===== config.mk =====
export PLATFORM = sky130hd
export DESIGN_NAME = mc_control_112
export DESIGN_NICKNAME = d
export VERILOG_FILES = /design/src/rtl/mc_pkg_112.sv /design/src/rtl/mc_aludec_112.sv /design/src/rtl/mc_control_112.sv
export SDC_FILE = /design/constraint.sdc
export NUM_CORES = 1
export LEC_CHECK = 0
export ABC_CLOCK_PERIOD_IN_PS = 4150
export BUFFER_PORTS_ARGS = -buffer_cell sky130_fd_sc_hd__buf_2
export CAP_MARGIN = 20
export CORE_ASPECT_RATIO = 1.5
export CORE_UTILIZATION = 50
export DETAILED_ROUTE_END_ITERATION = 12
export PLACE_DENSITY = 0.85
export SETUP_SLACK_MARGIN = 0.2
export SLEW_MARGIN = 0
export SYNTH_ARGS = -nofsm -noshare
export SYNTH_HDL_FRONTEND = slang
export SYNTH_SLANG_ARGS = --single-unit

===== constraint.sdc =====
create_clock -name clk -period 4.15 [get_ports clk]
set_input_delay 0.6225 -clock clk [delete_from_list [all_inputs] [get_ports clk]]
set_output_delay 0.6225 -clock clk [all_outputs]
set_load 0.005 [all_outputs]

===== src/rtl/mc_pkg_112.sv =====
// =============================================================================
// Module      : mc_pkg_112
// Description : Shared types and encodings for the multi-cycle MIPS control unit.
// Revision    : 1.0 - initial release
// =============================================================================
`default_nettype none

package mc_pkg_112;

    typedef enum logic [2:0] {
        ST_IF  = 3'd0,
        ST_ID  = 3'd1,
        ST_EX  = 3'd2,
        ST_MEM = 3'd3,
        ST_WB  = 3'd4
    } state_t;

    localparam logic [5:0] c_op_rtype = 6'b000000;
    localparam logic [5:0] c_op_addiu = 6'b001001;
    localparam logic [5:0] c_op_ori   = 6'b001101;
    localparam logic [5:0] c_op_lw    = 6'b100011;
    localparam logic [5:0] c_op_sw    = 6'b101011;
    localparam logic [5:0] c_op_beq   = 6'b000100;
    localparam logic [5:0] c_op_j     = 6'b000010;

    localparam logic [5:0] c_fn_addu  = 6'b100001;
    localparam logic [5:0] c_fn_subu  = 6'b100011;
    localparam logic [5:0] c_fn_and   = 6'b100100;
    localparam logic [5:0] c_fn_or    = 6'b100101;
    localparam logic [5:0] c_fn_slt   = 6'b101010;
    localparam logic [5:0] c_fn_sltu  = 6'b101011;

    localparam logic [2:0] c_alu_add  = 3'b000;
    localparam logic [2:0] c_alu_sub  = 3'b001;
    localparam logic [2:0] c_alu_and  = 3'b010;
    localparam logic [2:0] c_alu_or   = 3'b011;
    localparam logic [2:0] c_alu_slt  = 3'b100;
    localparam logic [2:0] c_alu_sltu = 3'b101;

    // Bit order matches the flattened output port order of the top.
    typedef struct packed {
        logic       imem_req;
        logic       dmem_req;
        logic       pc_wr;
        logic       ir_wr;
        logic       reg_dst;
        logic       alu_src;
        logic       mem_to_reg;
        logic       reg_wr;
        logic       mem_wr;
        logic       ext_op;
        logic       branch;
        logic       jump;
        logic [2:0] alu_ctr;
        logic       illegal;
        logic       mem_timeout;
    } ctrl_t;

    function automatic logic is_itype_op(input logic [5:0] op);
        return (op == c_op_addiu) || (op == c_op_ori) || (op == c_op_lw) ||
               (op == c_op_sw)    || (op == c_op_beq) || (op == c_op_j);
    endfunction

endpackage

`default_nettype wire


===== src/rtl/mc_aludec_112.sv =====
// =============================================================================
// Module      : mc_aludec_112
// Description : R-type function decoder: func -> ALU operation plus legal flag.
// Revision    : 1.0 - initial release
// =============================================================================
`default_nettype none

module mc_aludec_112
    import mc_pkg_112::*;
(
    input  logic [5:0] i_func,
    output logic [2:0] o_aluctr,
    output logic       o_legal
);

    always_comb begin
        o_aluctr = c_alu_add;
        o_legal  = 1'b1;
        case (i_func)
            c_fn_addu: o_aluctr = c_alu_add;
            c_fn_subu: o_aluctr = c_alu_sub;
            c_fn_and:  o_aluctr = c_alu_and;
            c_fn_or:   o_aluctr = c_alu_or;
            c_fn_slt:  o_aluctr = c_alu_slt;
            c_fn_sltu: o_aluctr = c_alu_sltu;
            default:   o_legal  = 1'b0;
        endcase
    end

endmodule

`default_nettype wire


===== src/rtl/mc_control_112.sv =====
// =============================================================================
// Module      : mc_control_112
// Description : Multi-cycle MIPS control FSM (IF/ID/EX/MEM/WB) with memory
//               ready handshakes, bounded wait timeout and illegal-op flag.
//               Optional macro MC_CONTROL_PERF_EN adds cycle/instruction counters.
// Revision    : 1.0 - initial release
// =============================================================================
`default_nettype none

module mc_control_112
    import mc_pkg_112::*;
#(
    parameter int WAIT_MAX = 16
`ifdef MC_CONTROL_PERF_EN
    , parameter int CNT_W  = 32
`endif
) (
    input  logic       clk,
    input  logic       rst_n,
    input  logic [5:0] op,
    input  logic [5:0] func,
    input  logic       zero,
    input  logic       imem_ready,
    input  logic       dmem_ready,
    output logic       imem_req,
    output logic       dmem_req,
    output logic       PCWr,
    output logic       IRWr,
    output logic       RegDst,
    output logic       ALUsrc,
    output logic       MemtoReg,
    output logic       RegWr,
    output logic       MemWr,
    output logic       ExtOp,
    output logic       Branch,
    output logic       Jump,
    output logic [2:0] ALUctr,
    output logic       illegal,
    output logic       mem_timeout
`ifdef MC_CONTROL_PERF_EN
    ,
    output logic [CNT_W-1:0] cycle_cnt,
    output logic [CNT_W-1:0] instr_cnt
`else
`endif
);

    localparam int                c_wcnt_w   = (WAIT_MAX > 1) ? $clog2(WAIT_MAX) : 1;
    localparam logic [c_wcnt_w-1:0] c_wait_last = c_wcnt_w'(WAIT_MAX - 1);

    state_t              r_state;
    state_t              w_state_nxt;
    logic [c_wcnt_w-1:0] r_wait_cnt;
    logic [5:0]          r_op;
    logic [5:0]          r_func;
    ctrl_t               w_ctrl;
    logic [2:0]          w_fn_aluctr;
    logic                w_fn_legal;
    logic                w_legal;
    logic                w_wait_last;

    mc_aludec_112 u_aludec (
        .i_func   (r_func),
        .o_aluctr (w_fn_aluctr),
        .o_legal  (w_fn_legal)
    );

    assign w_legal     = (r_op == c_op_rtype) ? w_fn_legal : is_itype_op(r_op);
    assign w_wait_last = (r_wait_cnt == c_wait_last);

    always_ff @(posedge clk or negedge rst_n) begin
        if (!rst_n) begin
            r_state    <= ST_IF;
            r_wait_cnt <= '0;
            r_op       <= '0;
            r_func     <= '0;
        end else begin
            r_state <= w_state_nxt;
            // An IF->IF timeout is a re-entry, so it restarts the count too.
            if ((w_state_nxt != r_state) || w_ctrl.mem_timeout)
                r_wait_cnt <= '0;
            else
                r_wait_cnt <= r_wait_cnt + c_wcnt_w'(1);
            if ((r_state == ST_IF) && imem_ready) begin
                r_op   <= op;
                r_func <= func;
            end
        end
    end

    always_comb begin
        w_ctrl      = '0;
        w_state_nxt = r_state;
        case (r_state)
            ST_IF: begin
                w_ctrl.imem_req = 1'b1;
                if (imem_ready) begin
                    w_ctrl.ir_wr = 1'b1;
                    w_ctrl.pc_wr = 1'b1;
                    w_state_nxt  = ST_ID;
                end else if (w_wait_last) begin
                    w_ctrl.mem_timeout = 1'b1;
                    w_state_nxt        = ST_IF;
                end
            end
            ST_ID: begin
                if (!w_legal) begin
                    w_ctrl.illegal = 1'b1;
                    w_state_nxt    = ST_IF;
                end else if (r_op == c_op_j) begin
                    w_ctrl.jump  = 1'b1;
                    w_ctrl.pc_wr = 1'b1;
                    w_state_nxt  = ST_IF;
                end else begin
                    w_state_nxt = ST_EX;
                end
            end
            ST_EX: begin
                w_state_nxt = ST_WB;
                case (r_op)
                    c_op_beq: begin
                        w_ctrl.branch  = 1'b1;
                        w_ctrl.alu_ctr = c_alu_sub;
                        w_ctrl.pc_wr   = zero;
                        w_state_nxt    = ST_IF;
                    end
                    c_op_lw, c_op_sw: begin
                        w_ctrl.alu_src = 1'b1;
                        w_ctrl.ext_op  = 1'b1;
                        w_ctrl.alu_ctr = c_alu_add;
                        w_state_nxt    = ST_MEM;
                    end
                    c_op_addiu: begin
                        w_ctrl.alu_src = 1'b1;
                        w_ctrl.ext_op  = 1'b1;
                        w_ctrl.alu_ctr = c_alu_add;
                    end
                    c_op_ori: begin
                        w_ctrl.alu_src = 1'b1;
                        w_ctrl.alu_ctr = c_alu_or;
                    end
                    c_op_rtype: w_ctrl.alu_ctr = w_fn_aluctr;
                    default:    w_state_nxt    = ST_IF;
                endcase
            end
            ST_MEM: begin
                w_ctrl.dmem_req = 1'b1;
                w_ctrl.mem_wr   = (r_op == c_op_sw);
                if (dmem_ready) begin
                    w_state_nxt = (r_op == c_op_sw) ? ST_IF : ST_WB;
                end else if (w_wait_last) begin
                    w_ctrl.mem_wr      = 1'b0;
                    w_ctrl.mem_timeout = 1'b1;
                    w_state_nxt        = ST_IF;
                end
            end
            ST_WB: begin
                w_ctrl.reg_wr     = 1'b1;
                w_ctrl.reg_dst    = (r_op == c_op_rtype);
                w_ctrl.mem_to_reg = (r_op == c_op_lw);
                w_state_nxt       = ST_IF;
            end
            default: w_state_nxt = ST_IF;
        endcase
    end

    // Outputs are forced low for as long as reset is held, independent of the clock.
    assign {imem_req, dmem_req, PCWr, IRWr, RegDst, ALUsrc, MemtoReg, RegWr,
            MemWr, ExtOp, Branch, Jump, ALUctr, illegal, mem_timeout} = rst_n ? w_ctrl : '0;

`ifdef MC_CONTROL_PERF_EN
    logic             w_retire;
    logic [CNT_W-1:0] r_cycle_cnt;
    logic [CNT_W-1:0] r_instr_cnt;

    assign w_retire = (w_state_nxt == ST_IF) && (r_state != ST_IF) &&
                      !w_ctrl.illegal && !w_ctrl.mem_timeout;

    always_ff @(posedge clk or negedge rst_n) begin
        if (!rst_n) begin
            r_cycle_cnt <= '0;
            r_instr_cnt <= '0;
        end else begin
            r_cycle_cnt <= r_cycle_cnt + CNT_W'(1);
            if (w_retire)
                r_instr_cnt <= r_instr_cnt + CNT_W'(1);
        end
    end

    assign cycle_cnt = r_cycle_cnt;
    assign instr_cnt = r_instr_cnt;
`else
    // Counters are absent in this build.
`endif

endmodule

`default_nettype wire


==> results of run 1 <==
## state kept, by name, indices dropped and copies added (netlist names)
signal / cells
r_func: 6
r_op: 6
r_state: 3
r_wait_cnt: 4
## routing by layer
layer / part of all wire / global-route usage / up-vias
met5: 0 / 0 / -
met4: 0.013 / 0.1116 / 0
met3: 0.037 / 0.02601 / 4
met2: 0.56 / 0.4219 / 29
met1: 0.39 / 0.2357 / 524
li1: - / - / 526
## worst min path at each step
stage | depth (start not counted) | endpoint | start | slack [ns]
2_1_floorplan | 0 | r_func[0] | rst_n | 0.33
3_3_place_gp | 1 | r_wait_cnt[0] | r_wait_cnt[0] | 0.44
3_5_place_dp | 1 | r_wait_cnt[0] | r_wait_cnt[0] | 0.46
4_1_cts | 1 | r_state[1] | rst_n | 0.30
5_1_grt | 1 | r_state[2] | rst_n | 0.30
6_report | 1 | r_func[0] | rst_n | 0.29
## power breakdown
group          switching, mW  internal [mW]  leakage (nW)
Combinational          0.113          0.113         0.385
Sequential            0.0925          0.238         0.235
Clock                 0.0524         0.0373        0.0150
## layout make-up
cell class              count  area, µm²
inverters                   5      18.77
repair buffers             33      165.2
flip-flops and latches     19      475.5
multi-input cells          98      666.9
clock buffers               4      26.28
fillers                   195      878.3
well taps                  23      28.78
## per-stage QoR
step	instance area [µm²]	worst slack, ns	cells
3_3_place_gp	1355	1.606	178
5_1_grt	1381	1.428	182
3_5_place_dp	1355	1.558	178
2_1_floorplan	1202	2.170	128
4_1_cts	1381	1.549	182
6_report	1381	1.597	182
## cells in the mapped netlist, types with 2 or more instances
| library cell | instances |
|---|---|
| dfrtp_1 | 19 |
| nor2_1 | 18 |
| mux2_2 | 11 |
| nand3_1 | 11 |
| nor3_1 | 7 |
| nand2_1 | 6 |
| a21oi_1 | 4 |
| inv_1 | 4 |
| and2_1 | 3 |
| buf_2 | 3 |
| o21ai_0 | 3 |
| a211o_1 | 2 |
| and3_1 | 2 |
| buf_4 | 2 |
| nand4b_1 | 2 |
| nor2b_1 | 2 |
| nor3b_1 | 2 |
## worst max-delay path, delay by kind of cell
family	cells	cell delay, ns
compound gates	1	0.14
simple gates	3	0.66
buf+inv	2	0.51
## cell families (layout without fill, tap and decap cells)
family | count (synthesis) | in the layout | synth area share
simple gates | 63 | 63 | 0.2924
mux | 12 | 12 | 0.1124
buf+inv | 11 | 42 | 0.04993
compound gates | 20 | 20 | 0.1249
flops | 19 | 19 | 0.3954
fa+ha+maj | 1 | 1 | 0.01040
xor+xnor | 2 | 2 | 0.01457
==> impl_metrics.toml, run 1 <==
[status]
status = "finished, final reports clean"

[worst_setup_path]
cp_cell_sequence = "buf_2 -> and2b_1 -> nand2_1 -> nor3_1 -> a211o_1 -> buf_2"
crit_type = "input port to primary output"
r2r_slack_ns = 2.32
crit_fanout = 22
startpoint = "rst_n"
crit_slowest_cell = "buf_2"
end_kind = "primary output"
reg2reg_depth = 4
reg2reg_to = "r_op[5]"
endpoint = "PCWr"
required_ns = 3.53
r2r-start = "r_state[0]"
worstPathArrival_ns = 1.93
max_stage_delay_ns = 0.41
critPathLaunchType = "input port"
crit_top_cell = "buf_2"

[clock_tree]
cts_buffers = 3
path_clk_slew_ns = 0.10
cts_tree = "yes"
cts-root-buf = "clkbuf_4"
cts.sinks = 19
clk_path_buf_depth = 2
worstSkewPairLatency_ns = 0.28
cts.hold.buffers_added = 0
post_cts_buffers = 0
cts_max_level = 1
ctsResizeCount = 0

[route]
vias = 1083
wire_per_inst_um = 14.35
drt-vias-per-instance = 5.951
drc = 0
ant_nets = 0
wirelength_mm = 2.612
drt_iter0_drc = 34
dr.pass1.iters = 4

[global_route]
grt_overflow_total = 0
grt_max_degree = 23
grt_use_total = 0.2179
grt_pass1_wl_mm = 4.305
grt_pass1_vias = 1013
antenna_found_initial = 0

[logic_synthesis]
ys_seq_area_frac = 0.3954
synthFlopType = "dfrtp_1"
synthTopCellsByArea = "dfrtp_1 (40%), mux2_2 (10%), nor2_1 (5.6%)"
synth_nets = 146
async_flop_share = 1.000
syn-mean-instance-area_um2 = 9.394
yosysWarnings = 0
ys_ff_latch = 19
synth_top_area_cell = "dfrtp_1"
synth.cell_area_um2 = 1202
synth_edf_count = 0
syn_inst = 128
ys_types = 44
synth_top_area_share = 0.3954

[timing]
post-route-min-period_ns = 2.553
setup_viol = 0
skew_ns = 0.002392
finalSetupTns_ns = 0
slew_viol_final = 0
whs_ns = 0.2871
slew_headroom = 0.6093
tightest_slew_ns = 0.5855
rsz0062_at_grt = "false"
hold_violations = 0
min_period_over_period = 0.6153
fmax_ghz = 0.3916

[placed_design]
numPortBuffers = 33
dpl.hpwl_mm = 2.112
gp_congestion = 0.9627

[cells_and_area]
n_antenna_cell = 0
area_delta_synth_final_pct = 14.88
final_util = 0.6113
nNetsFinal = 178
drive_gt1_frac = 0.3459
mostFrequentLayoutCell = "buf_2"
final_cell_mix = "buf_2 (33), dfrtp_1 (19), nor2_1 (18)"

[floorplanning]
ios = 34
die_x_um = 42.04
initial_core_util = 0.5321
dieHeight_um = 62.06
coreArea_um2 = 2260
dieArea_um2 = 2609
rows = 21

[worst_hold_path]
hold_path_class = "input port to async pin"

[power_and_ir_drop]
finalPower_mw = 0.6458
p_per_area_nw_per_um2 = 467.5
ir_drop_v = 0.0002806
leakage_nw = 0.6349

[flow_run]
drv_cap = 0
(Power assumes the default switching activity.)
==> run 2, diff against run 1 <==
Settings changed: ABC_CLOCK_PERIOD_IN_PS 4150 to 2650.
Clock period 4.15 ns to 2.65 ns, I/O delays scaled along.
==> run 2 against run 1 <==
Register-to-register slack got worse by 1.5 ns. First-iteration DRC count is 32% lower. Power increased by 59%.
==> impl_metrics.toml, run 2 (synthesis results as in run 1) <==
[timing]
min_period_over_period = 0.8824
fmax_ghz = 0.4276
hold_violations = 0
whs_ns = 0.3143
setup_viol = 0
setup_slack_ns = 0.3115
tightest_slew_ns = 0.6404
rsz0062_at_grt = "false"
slew_headroom = 0.5726
finalSetupTns_ns = 0
skew_ns = 0.003189
post-route-min-period_ns = 2.338
slew_viol_final = 0

[cells_and_area]
filler_cell_count = 197
multi_input_area_um2 = 673.1
area_delta_synth_final_pct = 17.17
final_cell_mix = "buf_2 (32), dfrtp_1 (19), nor2_1 (18)"
regArea_um2 = 475.5
final_area_um2 = 1409
final_util = 0.6235
nNetsFinal = 180
n_antenna_cell = 0
drive_gt1_frac = 0.3602
stdcell_count = 184
reg_top3 = "r_func x6, r_op x6, r_wait_cnt x4"
mostFrequentLayoutCell = "buf_2"

[power_and_ir_drop]
finalPower_mw = 1.024
p_int_mw = 0.6085
leakage_nw = 0.6474
pwr-share-clk = 0.137
ir_drop_v = 0.0005604
seq_power_share = 0.509
combPwrFrac = 0.354
switching_share = 0.4058
p_per_area_nw_per_um2 = 726.9
p_sw_mw = 0.4155

[placed_design]
dpl_cell_area_um2 = 1363
numPortBuffers = 33
gp_congestion = 0.9390
place_inst = 179
pre_cts_slack_ns = 0.7865
dpl.hpwl_mm = 2.161

[route]
dr.pass1.iters = 4
drt_iter0_drc = 23
drc = 0
vias = 1090
ant_nets = 0
wirelength_mm = 2.732
drt-vias-per-instance = 5.924
wire_per_inst_um = 14.85

[clock_tree]
worstSkewPairLatency_ns = 0.29
cts_max_level = 1
clk_path_buf_depth = 2
path_clk_slew_ns = 0.10
cts_buffers = 3
cts_tree = "yes"
post_cts_buffers = 0
cts.sinks = 19
cts-root-buf = "clkbuf_4"

[floorplanning]
initial_core_util = 0.5321
rows = 21
dieArea_um2 = 2609
die_x_um = 42.04
dieHeight_um = 62.06
coreArea_um2 = 2260
ios = 34

[flow_run]
drv_cap = 0

[status]
status = "finished, final reports clean"

[global_route]
grt_overflow_total = 0
grt_max_degree = 17
grt_pass1_vias = 1021
antenna_found_initial = 0
grt_pass1_wl_mm = 4.416
grt_use_total = 0.2259

[worst_setup_path]
worstPathArrival_ns = 1.94
r2r_slack_ns = 0.80
crit_type = "input port to primary output"
crit_fanout = 7
required_ns = 2.25
critPathLaunchType = "input port"
end_kind = "primary output"

[worst_hold_path]
hold_path_class = "input port to flop"
-- run 2: worst max-delay path: stages --
cell           delay (ns)
dlygate4sd3_1        0.52
clkbuf_4             0.18
nand2b_4             0.07
or3_4                0.37
nor4_4               0.15
a211o_1              0.15
buf_2                0.10
-- run 2: layout make-up --
type                    count  share of cell area
well taps                  23             0.02043
repair buffers             35              0.1314
inverters                   5             0.01332
flip-flops and latches     19              0.3375
clock inverters             1            0.003552
multi-input cells          98              0.4778
clock buffers               3             0.01599
-- run 2: what timing repair did --
item                       in CTS  in global routing
resized for setup               0                  2
setup endpoints to repair       0                  1
hold endpoints to repair        3                  0
hold buffers                    1                  0
-- run 2: power by group through the flow --
stage	Clock [mW]	Sequential, mW	Combinational (mW)
after floorplan	0	0.450	0.332
final	0.140	0.521	0.363
after global placement	0	0.512	0.345
after detailed placement	0	0.522	0.357
after CTS	0.149	0.514	0.361
after global routing	0.165	0.538	0.399
-- run 2: worst paths after layout --
check / from / to / depth (start not counted)
worst min register to register: r_wait_cnt[0] / r_wait_cnt[0] / 1
worst min-delay path: func[3] / r_func[3] / 2
max in group asynchronous: rst_n / r_op[4] / 3
min in group asynchronous: rst_n / r_state[0] / 2
worst max register to register: r_state[0] / r_op[1] / 4
worst max-delay path: rst_n / PCWr / 7
-- run 2: routing by layer --
| layer | wire, µm | GRT usage | up-vias |
|---|---|---|---|
| met5 | 0 | 0 | - |
| met4 | 48 | 0.1027 | 0 |
| met3 | 106 | 0.02601 | 4 |
| met2 | 1475 | 0.4241 | 38 |
| met1 | 1102 | 0.2615 | 520 |
| li1 | - | - | 528 |
